File: src/rtl/stream_mux_nto1_pkg.sv
// Shared definitions for the stream selector: mode encodings and the
// channel-index width helper used to size select/index ports.
package stream_mux_nto1_pkg;

    localparam logic MODE_FIXED = 1'b0;
    localparam logic MODE_RR    = 1'b1;

    // Ceiling log2, evaluated at elaboration time only.
    function automatic int clog2(input int v);
        int r;
        r = 0;
        for (int i = 0; i < 31; i++) begin
            if ((1 << i) < v) begin
                r = i + 1;
            end
        end
        return r;
    endfunction

    // Channel-index width; never narrower than one bit.
    function automatic int sel_width(input int ch);
        return (clog2(ch) < 1) ? 1 : clog2(ch);
    endfunction

endpackage

File: src/rtl/stream_mux_nto1_rr_priority_pick.sv
// Rotating-priority search: returns the first set request bit starting at
// ptr and wrapping modulo CHANNELS. Purely combinational, reusable by any
// arbiter that keeps its own pointer.
module rr_priority_pick
    import stream_mux_nto1_pkg::*;
#(
    parameter  int CHANNELS = 4,
    localparam int SEL_W    = sel_width(CHANNELS)
) (
    input  logic [CHANNELS-1:0] req,
    input  logic [SEL_W-1:0]    ptr,
    output logic                found,
    output logic [SEL_W-1:0]    idx
);

    // Scan from the farthest candidate back to ptr so the nearest one wins.
    always_comb begin
        logic [SEL_W-1:0] cand;
        found = 1'b0;
        idx   = '0;
        cand  = '0;
        for (int k = CHANNELS - 1; k >= 0; k--) begin
            cand = SEL_W'((int'(ptr) + k) % CHANNELS);
            if (req[cand]) begin
                found = 1'b1;
                idx   = cand;
            end
        end
    end

endmodule

File: src/rtl/stream_mux_nto1.sv
// Registered N-to-1 stream selector. Merges CHANNELS valid/ready producer
// streams into one consumer stream, either from a software-fixed channel or
// by round-robin arbitration among valid channels. One output register.
//
// Handshake: a word moves on any channel (input or output side) in a cycle
// where its valid and ready are both high at the rising edge. Valid must not
// wait on ready; InReady is combinational from OutReady, InValid, Mode, Sel
// and the pointer, never from data, and at most one InReady bit is high.
module stream_mux_nto1
    import stream_mux_nto1_pkg::*;
#(
    parameter  int WIDTH    = 32,
    parameter  int CHANNELS = 4,
    localparam int SEL_W    = sel_width(CHANNELS)
) (
    input  logic                      Clk,
    input  logic                      Rst,
    input  logic                      Mode,
    input  logic [SEL_W-1:0]          Sel,
    input  logic [CHANNELS*WIDTH-1:0] InData,
    input  logic [CHANNELS-1:0]       InValid,
    output logic [CHANNELS-1:0]       InReady,
    output logic [WIDTH-1:0]          OutData,
    output logic [SEL_W-1:0]          OutChan,
    output logic                      OutValid,
    input  logic                      OutReady
);

    logic                    load_en;
    logic [(1<<SEL_W)-1:0]   valid_pad;
    logic                    fixed_found;
    logic                    rr_found;
    logic [SEL_W-1:0]        rr_idx;
    logic                    grant;
    logic [SEL_W-1:0]        gidx;
    logic [WIDTH-1:0]        gword;
    logic [SEL_W-1:0]        ptr;
    logic [SEL_W-1:0]        ptr_next;

    // The output register can take a word when empty or draining this cycle.
    assign load_en = !OutValid || OutReady;

    // Zero-extended so an out-of-range Sel reads a 0 instead of off the end.
    assign valid_pad   = (1 << SEL_W)'(InValid);
    assign fixed_found = (int'(Sel) < CHANNELS) && valid_pad[Sel];

    rr_priority_pick #(
        .CHANNELS (CHANNELS)
    ) u_pick (
        .req   (InValid),
        .ptr   (ptr),
        .found (rr_found),
        .idx   (rr_idx)
    );

    // Grant select: Mode and Sel act on the grant in the cycle presented.
    always_comb begin
        grant = 1'b0;
        gidx  = '0;
        if (Mode == MODE_RR) begin
            grant = rr_found;
            gidx  = rr_idx;
        end else begin
            grant = fixed_found;
            gidx  = Sel;
        end
    end

    // InReady decode: one-hot on the granted channel, silent during reset.
    always_comb begin
        InReady = '0;
        if (load_en && grant && !Rst) begin
            InReady = CHANNELS'(1) << gidx;
        end
    end

    // Word select for the granted channel.
    always_comb begin
        gword = '0;
        for (int i = 0; i < CHANNELS; i++) begin
            if (gidx == SEL_W'(i)) begin
                gword = InData[i*WIDTH +: WIDTH];
            end
        end
    end

    // Explicit wrap keeps ptr inside 0..CHANNELS-1 for non-power-of-two sizes.
    assign ptr_next = (int'(gidx) == CHANNELS - 1) ? '0 : gidx + 1'b1;

    // Output register and round-robin pointer; both freeze while stalled.
    always_ff @(posedge Clk) begin
        if (Rst) begin
            OutData  <= '0;
            OutChan  <= '0;
            OutValid <= 1'b0;
            ptr      <= '0;
        end else if (load_en) begin
            if (grant) begin
                OutData  <= gword;
                OutChan  <= gidx;
                OutValid <= 1'b1;
                if (Mode == MODE_RR) begin
                    ptr <= ptr_next;
                end
            end else begin
                OutValid <= 1'b0;
            end
        end
    end

endmodule

File: config.mk
export PLATFORM = sky130hd
export DESIGN_NAME = stream_mux_nto1
export DESIGN_NICKNAME = d
export VERILOG_FILES = /design/src/rtl/stream_mux_nto1_pkg.sv /design/src/rtl/stream_mux_nto1_rr_priority_pick.sv /design/src/rtl/stream_mux_nto1.sv
export SDC_FILE = /design/constraint.sdc
export NUM_CORES = 1
export LEC_CHECK = 0
export ABC_AREA = 1
export CORE_UTILIZATION = 35
export CTS_BUF_LIST = sky130_fd_sc_hd__clkbuf_8
export DETAILED_ROUTE_END_ITERATION = 10
export PLACE_DENSITY = 0.89
export SYNTH_ARGS = -nofsm -noshare
export SYNTH_HDL_FRONTEND = slang
export SYNTH_SLANG_ARGS = --single-unit
File: constraint.sdc
create_clock -name Clk -period 2.5 [get_ports Clk]
set_clock_uncertainty 0.2 [all_clocks]
set_input_delay 0.375 -clock Clk [delete_from_list [all_inputs] [get_ports Clk]]
set_output_delay 0.375 -clock Clk [all_outputs]
set_load 0.01 [all_outputs]
==> results.py <==
metrics = {
    "hold_path": {
        "hold_class": "primary input to flip-flop",
    },
    "synthesis": {
        "synth_nets": 607,
        "synthArstFlopShare": 0,
        "synthXorXnorAreaFrac": 0,
        "yosysSeqAreaShare": 0.2507,
        "synth_edf_count": 0,
        "yosysUniqueCellTypes": 24,
        "postSynthCellCount": 465,
        "synth_adder_area_share": 0.01694,
        "ys.flop_type": "dfxtp_1",
        "synth_common_cells": "nand2_1 (196), nand2_2 (42), dfxtp_1 (37)",
        "synth_top_area_share": 0.2507,
        "synth_warnings": 0,
        "synthSimpleGateAreaFrac": 0.3854,
        "synthMuxAreaShare": 0,
        "synth_top_family_by_area": "simple AND/OR/NAND/NOR gates",
        "postSynthAreaPerCell_um2": 6.353,
        "syn_area_um2": 2954,
        "synth_area_leaders": "dfxtp_1 (25%), nand2_1 (25%), nand2_2 (8.9%)",
        "synth_compound_gate_area_share": 0.2474,
        "synth-seq-cells": 37,
        "synth_most_common_cell": "nand2_1",
        "yosys.area.top_type": "dfxtp_1",
    },
    "power": {
        "p_per_area_nw_per_um2": 544.5,
        "peakVddDrop_mv": 0.2809,
        "totalPowerFinal_mw": 2.967,
        "p_leak_nw": 2.216,
    },
    "setup_path": {
        "path_cells": "buf_6 > nand2_4 > nand2_4 > nand2_4 > a21oi_4 > o21ai_2 > nand2_1 > nand2_1 > nand2_2 > inv_2 > buf_12 > ha_4 > nor2_4 > buf_12 > buf_12 > a22oi_1 > o21ai_1 > nand2_1 > nand2_1 > nand2_1 > a21oi_2",
        "crit_family": "simple AND/OR/NAND/NOR gates",
        "critPathMostFrequentCell": "nand2_1",
        "crit_arrival_ps": 2810,
        "cp_data_required_time_ps": 2510,
        "cp-start-kind": "flip-flop",
        "max_stage_delay_ps": 420,
        "path_max_fanout": 15,
        "crit_buf_inv": 5,
        "crit_type": "flip-flop to flip-flop",
        "crit_path_top_delay_cell": "dfxtp_4",
        "crit_path_end_kind": "flip-flop",
    },
    "sta": {
        "final.setup.worst_slack_ps": -303.1,
        "tightest_slew_ps": 545.7,
        "period_needed_ps": 2803,
        "slew_headroom": 0.6362,
        "grt_setup_unrepaired": "yes",
        "fmax_ghz": 0.3567,
        "setup_viol": 36,
        "slew_viol_final": 0,
        "setup_tns_ps": -8341,
        "finalCritPeriodShare": 1.121,
        "hold_viol": 0,
    },
    "clocking": {
        "path_clk_slew_ps": 70,
        "cts_tree": "yes",
        "cts_made_buffers": 5,
        "clockBufferDepth": 2,
        "worstSkewPairLatency_ps": 280,
        "htreeDepth": 2,
        "clockRootBuffer": "clkbuf_8",
        "clock_sinks": 37,
    },
    "place": {
        "post_dp_cell_area_um2": 4873,
        "port_buffers": 176,
        "dp_slack_ps": -837.6,
        "hpwl_um": 7574,
        "place.gp.congestion": 0.8510,
    },
    "grt": {
        "use_met1": 0.2479,
        "grt_max_degree": 37,
        "grt_antenna_before_repair": 0,
        "grtUsageTotal": 0.2341,
        "first_global_vias": 3524,
        "global_route.usage.met2": 0.4422,
        "use_met3": 0.05097,
        "busiest_layer": "met2",
        "overflow": 0,
        "grt_first_pass_wirelength_um": 16070,
    },
    "die": {
        "die_h_um": 93.87,
        "core_um2": 8175,
        "rows": 33,
        "start_util": 0.3613,
        "io_pins": 177,
        "die_w_um": 93.87,
        "dieArea_um2": 8812,
    },
    "finish": {
        "fin_area_um2": 5450,
        "nNetsFinal": 797,
        "syn2layout_area_growth_pct": 84.50,
        "fillCellCount": 700,
        "drive_gt1_frac": 0.2931,
        "insertedDiodeCount": 0,
        "utilization": 0.6667,
    },
    "routing": {
        "post_drt_wl_per_cell_um": 14.04,
        "drt_wl_total_um": 10670,
        "vias_per_cell": 5.025,
        "ant_nets": 0,
        "drc": 0,
        "dr_total_vias": 3819,
        "drt_iter0_markers": 79,
        "first_pass_iters": 4,
    },
    "outcome": {
        "violations": "setup timing",
        "status": "finished with violations",
    },
    "flow_run": {
        "drv_cap": 0,
    },
}
## layout by cell type, fill, tap and decap left out, types with 3 or more instances in the layout
cell	count
nor2_2	4
a21oi_1	9
inv_2	7
nand3_2	4
nand2_2	52
dfxtp_1	35
nor2_1	8
nand2_1	176
a22oi_2	18
inv_1	13
ha_4	4
buf_6	13
buf_2	5
nand2_4	12
clkdlybuf4s50_1	167
buf_4	19
dlygate4sd2_1	4
a21oi_2	29
a22oi_1	14
clkbuf_8	6
buf_12	6
o21ai_1	32
nand3_1	3
## timing repair
item                                   CTS  global route
resized for setup                      111            38
pin swaps                               17            19
setup buffers                            8             4
setup endpoints to repair               36            38
cloned                                   2             0
hold buffers                             0             0
endpoints found under the hold margin    0             0
## layer usage
layer / vias to the layer above / share of wire
met5: - / 0
met4: 0 / 0.032
met3: 28 / 0.081
met2: 174 / 0.51
met1: 1741 / 0.38
li1: 1876 / -
## registers in the layout, indices dropped and copies added (netlist names)
register and cells:
OutValid 1, ptr 2, OutData 32, OutChan 2
## final timing paths
kind / startpoint / to / slack, ps / cells past startpoint
worst min register to register: OutData[25] / OutData[25] / 270 / 2
worst max-delay path: ptr[0] / OutData[30] / -300 / 21
worst min-delay path: Rst / ptr[0] / 220 / 4
worst max register to register: ptr[0] / OutData[30] / -300 / 21
## area by class of cell
type / instances / area (µm²) / area share
Sequential cell: 37 / 748.2 / 0.1373
Clock inverter: 1 / 3.754 / 0.0006887
Tap cell: 105 / 131.4 / 0.02410
Multi-Input combinational cell: 373 / 2215 / 0.4063
Timing Repair Buffer: 215 / 2168 / 0.3978
Inverter: 23 / 101.3 / 0.01859
Clock buffer: 6 / 82.58 / 0.01515
## report_power, final
group	total [mW]	internal (mW)	switching, mW
logic	1.80	0.903	0.902
registers	0.751	0.683	0.0676
clock network	0.412	0.215	0.197
## worst register-to-register path, cell delays in order, from the launching register on
cell     delay (ps)
dfxtp_4         420
buf_6           140
nand2_4          50
nand2_4          90
nand2_4          70
a21oi_4         140
o21ai_2          80
nand2_1          50
nand2_1          70
nand2_2          90
inv_2            60
buf_12          120
ha_4            180
nor2_4          130
buf_12          130
buf_12          140
a22oi_1          70
o21ai_1         170
nand2_1          70
nand2_1          60
nand2_1          70
a21oi_2         150
## metrics by stage
step                std cells  hold WS [ps]
floorplan                 465         286.8
global placement          740         253.9
detailed placement        740         260.6
CTS                       757         205.3
global route              760         249.1
finish                    760         219.4
## logic make-up (layout without fill, tap and decap cells)
| group | after synthesis | count (layout) |
|---|---|---|
| buf+inv | 55 | 245 |
| fa+ha+maj | 4 | 4 |
| simple gates | 262 | 262 |
| compound gates | 107 | 107 |
| flops | 37 | 37 |
(Power assumes the default switching activity.)
